$ cat src/rtl/fetch_queue_pkg.sv
// Shared front-end definitions: default geometry and the fetch-packet layout.
package fetch_queue_pkg;

  // Default number of fetch-packet entries (power of two, >= 2).
  localparam int unsigned FqDepth = 8;
  // Default PC / instruction-slot width.
  localparam int unsigned FqXlen  = 32;

  // One fetch packet as stored in the queue; pc sits in the LSBs.
  typedef struct packed {
    logic                  pred_taken;
    logic [1:0]            mask;
    logic [2*FqXlen-1:0]   insts;
    logic [FqXlen-1:0]     pc;
  } fetch_packet_t;

  localparam int unsigned FetchPacketW = $bits(fetch_packet_t);

  // Advance a wrap-bit pointer by one; the carry into the MSB toggles the wrap bit.
  function automatic logic [$clog2(FqDepth):0] ptr_inc(input logic [$clog2(FqDepth):0] ptr);
    return ptr + 1'b1;
  endfunction

endpackage

$ cat src/rtl/fetch_queue_ram.sv
// Entry storage: one synchronous write port, one asynchronous read port, no reset.
module fetch_queue_ram #(
  parameter int unsigned Depth = 8,
  parameter int unsigned Width = 99
) (
  input  logic                     clk_i,
  input  logic                     we_i,
  input  logic [$clog2(Depth)-1:0] waddr_i,
  input  logic [Width-1:0]         wdata_i,
  input  logic [$clog2(Depth)-1:0] raddr_i,
  output logic [Width-1:0]         rdata_o
);

  logic [Width-1:0] mem_q [Depth];

  // Write the addressed entry on an enqueue.
  always_ff @(posedge clk_i) begin
    if (we_i) begin
      mem_q[waddr_i] <= wdata_i;
    end
  end

  // Head fields come straight from the array; no output register.
  assign rdata_o = mem_q[raddr_i];

endmodule

$ cat src/rtl/fetch_queue.sv
// Fetch queue between stage-2 fetch and decode: circular buffer of fetch packets
// with wrap-bit head/tail pointers, registered full flag and single-cycle flush.
module fetch_queue
  import fetch_queue_pkg::*;
#(
  parameter int unsigned DEPTH = FqDepth,
  parameter int unsigned XLEN  = FqXlen
) (
  input  logic                     clock,
  input  logic                     reset,
  input  logic                     io_i_enq_valid,
  input  logic [XLEN-1:0]          io_i_enq_pc,
  input  logic [2*XLEN-1:0]        io_i_enq_insts,
  input  logic [1:0]               io_i_enq_mask,
  input  logic                     io_i_enq_pred_taken,
  input  logic                     io_i_flush,
  input  logic                     io_i_deq_ready,
  output logic                     io_o_deq_valid,
  output logic [XLEN-1:0]          io_o_deq_pc,
  output logic [2*XLEN-1:0]        io_o_deq_insts,
  output logic [1:0]               io_o_deq_mask,
  output logic                     io_o_deq_pred_taken,
  output logic                     io_o_full,
  output logic [$clog2(DEPTH):0]   io_o_count
);

  localparam int unsigned AddrW = $clog2(DEPTH);
  localparam int unsigned PtrW  = AddrW + 1;

  // Pointers carry one extra wrap bit so full and empty are distinguishable.
  logic [PtrW-1:0] head_q, head_d;
  logic [PtrW-1:0] tail_q, tail_d;
  logic            full_q, full_d;

  logic            enq_fire;
  logic            deq_fire;
  logic            not_empty;
  logic [PtrW-1:0] count_d;

  fetch_packet_t   wr_pkt;
  fetch_packet_t   rd_pkt;

  // Occupancy is the pointer distance; wrap bits make DEPTH representable.
  assign io_o_count = tail_q - head_q;
  assign not_empty  = (tail_q != head_q);

  // Full uses the registered flag only, so a same-cycle dequeue cannot admit an enqueue.
  assign enq_fire       = io_i_enq_valid & ~full_q & ~io_i_flush;
  assign io_o_deq_valid = not_empty & ~io_i_flush;
  assign deq_fire       = io_o_deq_valid & io_i_deq_ready;
  assign io_o_full      = full_q;

  // Pack the incoming fields into the shared packet layout.
  always_comb begin
    wr_pkt            = '0;
    wr_pkt.pc         = io_i_enq_pc;
    wr_pkt.insts      = io_i_enq_insts;
    wr_pkt.mask       = io_i_enq_mask;
    wr_pkt.pred_taken = io_i_enq_pred_taken;
  end

  fetch_queue_ram #(
    .Depth (DEPTH),
    .Width (FetchPacketW)
  ) u_ram (
    .clk_i   (clock),
    .we_i    (enq_fire),
    .waddr_i (tail_q[AddrW-1:0]),
    .wdata_i (wr_pkt),
    .raddr_i (head_q[AddrW-1:0]),
    .rdata_o (rd_pkt)
  );

  // Unpack the head entry onto the dequeue port.
  always_comb begin
    io_o_deq_pc         = rd_pkt.pc;
    io_o_deq_insts      = rd_pkt.insts;
    io_o_deq_mask       = rd_pkt.mask;
    io_o_deq_pred_taken = rd_pkt.pred_taken;
  end

  // Next pointers and full flag; flush overrides any enqueue or dequeue.
  always_comb begin
    head_d  = head_q;
    tail_d  = tail_q;
    count_d = '0;
    full_d  = 1'b0;
    if (io_i_flush) begin
      head_d = '0;
      tail_d = '0;
    end else begin
      if (enq_fire) begin
        tail_d = ptr_inc(tail_q);
      end
      if (deq_fire) begin
        head_d = ptr_inc(head_q);
      end
    end
    count_d = tail_d - head_d;
    full_d  = (count_d == PtrW'(DEPTH));
  end

  // Pointer and full-flag state; reset clears occupancy but never the storage.
  always_ff @(posedge clock or negedge reset) begin
    if (!reset) begin
      head_q <= '0;
      tail_q <= '0;
      full_q <= 1'b0;
    end else begin
      head_q <= head_d;
      tail_q <= tail_d;
      full_q <= full_d;
    end
  end

endmodule

$ cat config.mk
export PLATFORM = sky130hd
export DESIGN_NAME = fetch_queue
export DESIGN_NICKNAME = d
export VERILOG_FILES = /design/src/rtl/fetch_queue_pkg.sv /design/src/rtl/fetch_queue_ram.sv /design/src/rtl/fetch_queue.sv
export SDC_FILE = /design/constraint.sdc
export NUM_CORES = 1
export LEC_CHECK = 0
export BUFFER_PORTS_ARGS = -buffer_cell sky130_fd_sc_hd__buf_2
export CORE_MARGIN = 5
export CORE_UTILIZATION = 56
export CTS_BUF_LIST = sky130_fd_sc_hd__clkbuf_8
export CTS_CLUSTER_DIAMETER = 80
export DETAILED_ROUTE_END_ITERATION = 6
export GPL_TIMING_DRIVEN = 0
export PLACE_DENSITY = 0.76
export RECOVER_POWER = 25
export SETUP_SLACK_MARGIN = 0.1
export SYNTH_ARGS = -nofsm -noshare
export SYNTH_HDL_FRONTEND = slang
export SYNTH_HIERARCHICAL = 1
export SYNTH_SLANG_ARGS = --single-unit
$ cat constraint.sdc
create_clock -name clock -period 8.8 [get_ports clock]
set_input_delay 0.88 -clock clock [delete_from_list [all_inputs] [get_ports clock]]
set_output_delay 0.88 -clock clock [all_outputs]
set_load 0.1 [all_outputs]
==> impl_metrics.env <==
export IMPL_antenna_found_initial=12
export IMPL_p_int_uw=6050
export IMPL_synth_top_area_cell="edfxtp_1"
export IMPL_start_util=0.562
export IMPL_synth_fp_nets=1346
export IMPL_cp_arrival_ns=3.74
export IMPL_num_fill_cells=3465
export IMPL_synth_area_leaders="edfxtp_1 77%, mux4_2 14%, mux2_4 3.8%"
export IMPL_rsz0062_at_grt="false"
export IMPL_clock_skew_final_ns=0.0278
export IMPL_seqCellArea_um2=24000
export IMPL_tightest_slew_ns=1.06
export IMPL_period_share=0.525
export IMPL_pwr_share_seq=0.523
export IMPL_gp_congestion=0.734
export IMPL_grt_overflow_total=0
export IMPL_power_density_nw_per_um2=227
export IMPL_io_buffers=208
export IMPL_syn_to_final_growth_pct=16.6
export IMPL_synth_area_um2=30900
export IMPL_num_vias=14100
export IMPL_hold_path_class="input pin to register"
export IMPL_synth_top_area_share=0.771
export IMPL_cp_max_fo=10
export IMPL_antenna_left=0
export IMPL_core_um2=54900
export IMPL_syn_inst=1233
export IMPL_drcViolationCount=0
export IMPL_track_usage=0.214
export IMPL_synth_top_family_by_area="multiplexers"
export IMPL_setup_slack_ns=4.18
export IMPL_clk_path_buf_depth=3
export IMPL_timing_setup_tns_ns=0
export IMPL_synth_distinct_cells=34
export IMPL_dp_final_hpwl_um=39000
export IMPL_drt_wirelength_per_cell_um=25.8
export IMPL_p_sw_frac=0.258
export IMPL_worst_skew_pair_late_latency_ns=0.77
export IMPL_synth_adder_area_share=0.00389
export IMPL_io_pin_count=209
export IMPL_fmax_mhz=217
export IMPL_p_clk_frac=0.350
export IMPL_avgSynthCellArea_um2=25.0
export IMPL_drv_slew=0
export IMPL_cts_repair_resized=0
export IMPL_post_route_cells_drive_above_1_share=0.403
export IMPL_rows=86
export IMPL_p_sw_uw=2110
export IMPL_multi_input_area_um2=6420
export IMPL_grt_pass1_vias=15400
export IMPL_grt_max_degree=27
export IMPL_numClockSinks=801
export IMPL_via_per_inst=5.84
export IMPL_ys_seq_area_frac=0.778
export IMPL_slew_headroom=0.296
export IMPL_combinationalPowerShare=0.128
export IMPL_synth_seq_cells=801
export IMPL_totalWireLength_um=62300
export IMPL_crit_required_ns=7.92
export IMPL_die_x_um=245
export IMPL_clkTransAtPathRegs_ns=0.06
export IMPL_cp_end_kind="primary output"
export IMPL_die_h_um=245
export IMPL_fin_crit_ns=4.62
export IMPL_numCtsBuffers=130
export IMPL_p_leak_uw=0.0118
export IMPL_synthMuxAreaShare=0.191
export IMPL_dieArea_um2=59900
export IMPL_hold_violations=0
export IMPL_synth_compound_area_share=0.00191
export IMPL_nNetsFinal=1727
export IMPL_cap_viol_max_count=0
export IMPL_crit_type="register to primary output"
export IMPL_vdd_ir_drop_max_mv=0.195
export IMPL_drt_initial_drc_count=1098
export IMPL_cts_tree="yes"
export IMPL_status="completed"
export IMPL_htree_levels=4
export IMPL_grt_pass1_wl_um=94300
export IMPL_cts_root_buf="clkbuf_8"
export IMPL_dp_slack_ns=4.98
export IMPL_setup_viol=0
export IMPL_critPathLaunchType="register"
export IMPL_synth_xor_area_frac=0.00280
export IMPL_drtPass1Iterations=5
export IMPL_yosys_area_share_simple=0.00596
export IMPL_yosysWarnings=6
==> synth_stat cells (all sizes together) <==
library cell and n:
or2 3, buf 41, inv 11, nor2 16
nor2b 2, nand4 1, mux2i 1, mux4 198
clkbuf 15, ha 8, fa 1, mux2 101
a21o 1, edfxtp 792, dfrtp 9, nand2 6
xnor2 4, o211ai 1, o21ai 2, nand3 2
nand2b 3, and2 1, nor3 3, xor2 5
a21oi 4, or3 1, nor3b 1
==> worst max-delay path, cell delays in order (launching register included) <==
cell,delay (ns)
dfrtp_1,0.43
buf_2,0.38
clkbuf_1,0.74
buf_2,0.45
mux4_2,0.36
mux2_4,0.30
buf_2,0.30
==> final cells by class <==
type,count,area share
plain buffers,56,0.0126
multi-input cells,365,0.178
inverters,11,0.00115
well taps,704,0.0245
diodes,4,0.000278
clock inverters,90,0.0119
repair buffers,249,0.0515
clock buffers,137,0.0524
flip-flops and latches,801,0.667
==> kinds of logic after synthesis <==
family	after synthesis
flops	801
mux	300
buf+inv	67
simple gates	39
xor+xnor	9
fa+ha+maj	9
compound gates	8
==> final timing paths <==
check	startpoint	endpoint	slack (ns)	cells past startpoint
setup / recovery	head_q[2]	io_o_deq_insts[16]	4.18	6
hold / removal	io_i_enq_pc[22]	u_ram/mem_q[1][22]	0.39	1
setup reg to reg	io_o_full	u_ram/mem_q[1][76]	5.78	7
hold reg to reg	head_q[3]	head_q[3]	0.57	2
max in group asynchronous	reset	head_q[1]	8.12	2
min in group asynchronous	reset	tail_q[3]	0.49	2
==> per-layer routing <==
layer	track usage	routed length (µm)	up-vias
li1	-	-	6069
met1	0.291	25100	7448
met2	0.342	31300	474
met3	0.0627	4580	96
met4	0.0693	1170	18
met5	0	126	-
==> cell usage in the layout, fill, tap and decap left out, types with 8 or more instances in the layout <==
| master | count |
|---|---|
| edfxtp_1 | 792 |
| clkbuf_1 | 84 |
| mux2_4 | 79 |
| mux2_2 | 22 |
| clkinv_2 | 16 |
| buf_16 | 15 |
| buf_2 | 163 |
| ha_1 | 8 |
| inv_1 | 54 |
| buf_12 | 31 |
| clkinv_1 | 24 |
| clkbuf_8 | 137 |
| dfrtp_1 | 9 |
| mux4_2 | 198 |
| nor2_1 | 10 |
==> metrics by stage <==
step | instances | utilization | total power (µW) | hold slack, ns | area, µm²
2_1_floorplan | 1233 | - | 5170 | 0.546 | 30900
3_3_place_gp | 2145 | 0.597 | 5380 | 0.563 | 32800
3_5_place_dp | 2185 | 0.615 | 5400 | 0.574 | 33700
4_1_cts | 2413 | 0.657 | 8260 | 0.291 | 36100
5_1_grt | 2414 | 0.656 | 8480 | 0.359 | 36000
6_report | 2417 | 0.656 | 8160 | 0.392 | 36000
==> sequential cells by signal (all words and copies together) (netlist names) <==
name         cells
io_o_full        1
head_q           4
tail_q           4
u_ram/mem_q    792
==> power by group through the flow <==
stage	sequential [µW]	clock, µW	combinational (µW)
after floorplan	4350	0	820
after global placement	4360	0	1020
after detailed placement	4350	0	1060
after CTS	4270	2930	1060
after global routing	4270	3120	1090
final	4270	2850	1040
==> repair_timing <==
action,CTS,global route
hold endpoints to repair,9,0
buffers inserted,0,0
hold buffers,1,0
No activity file was read; power rests on OpenSTA's default activity.
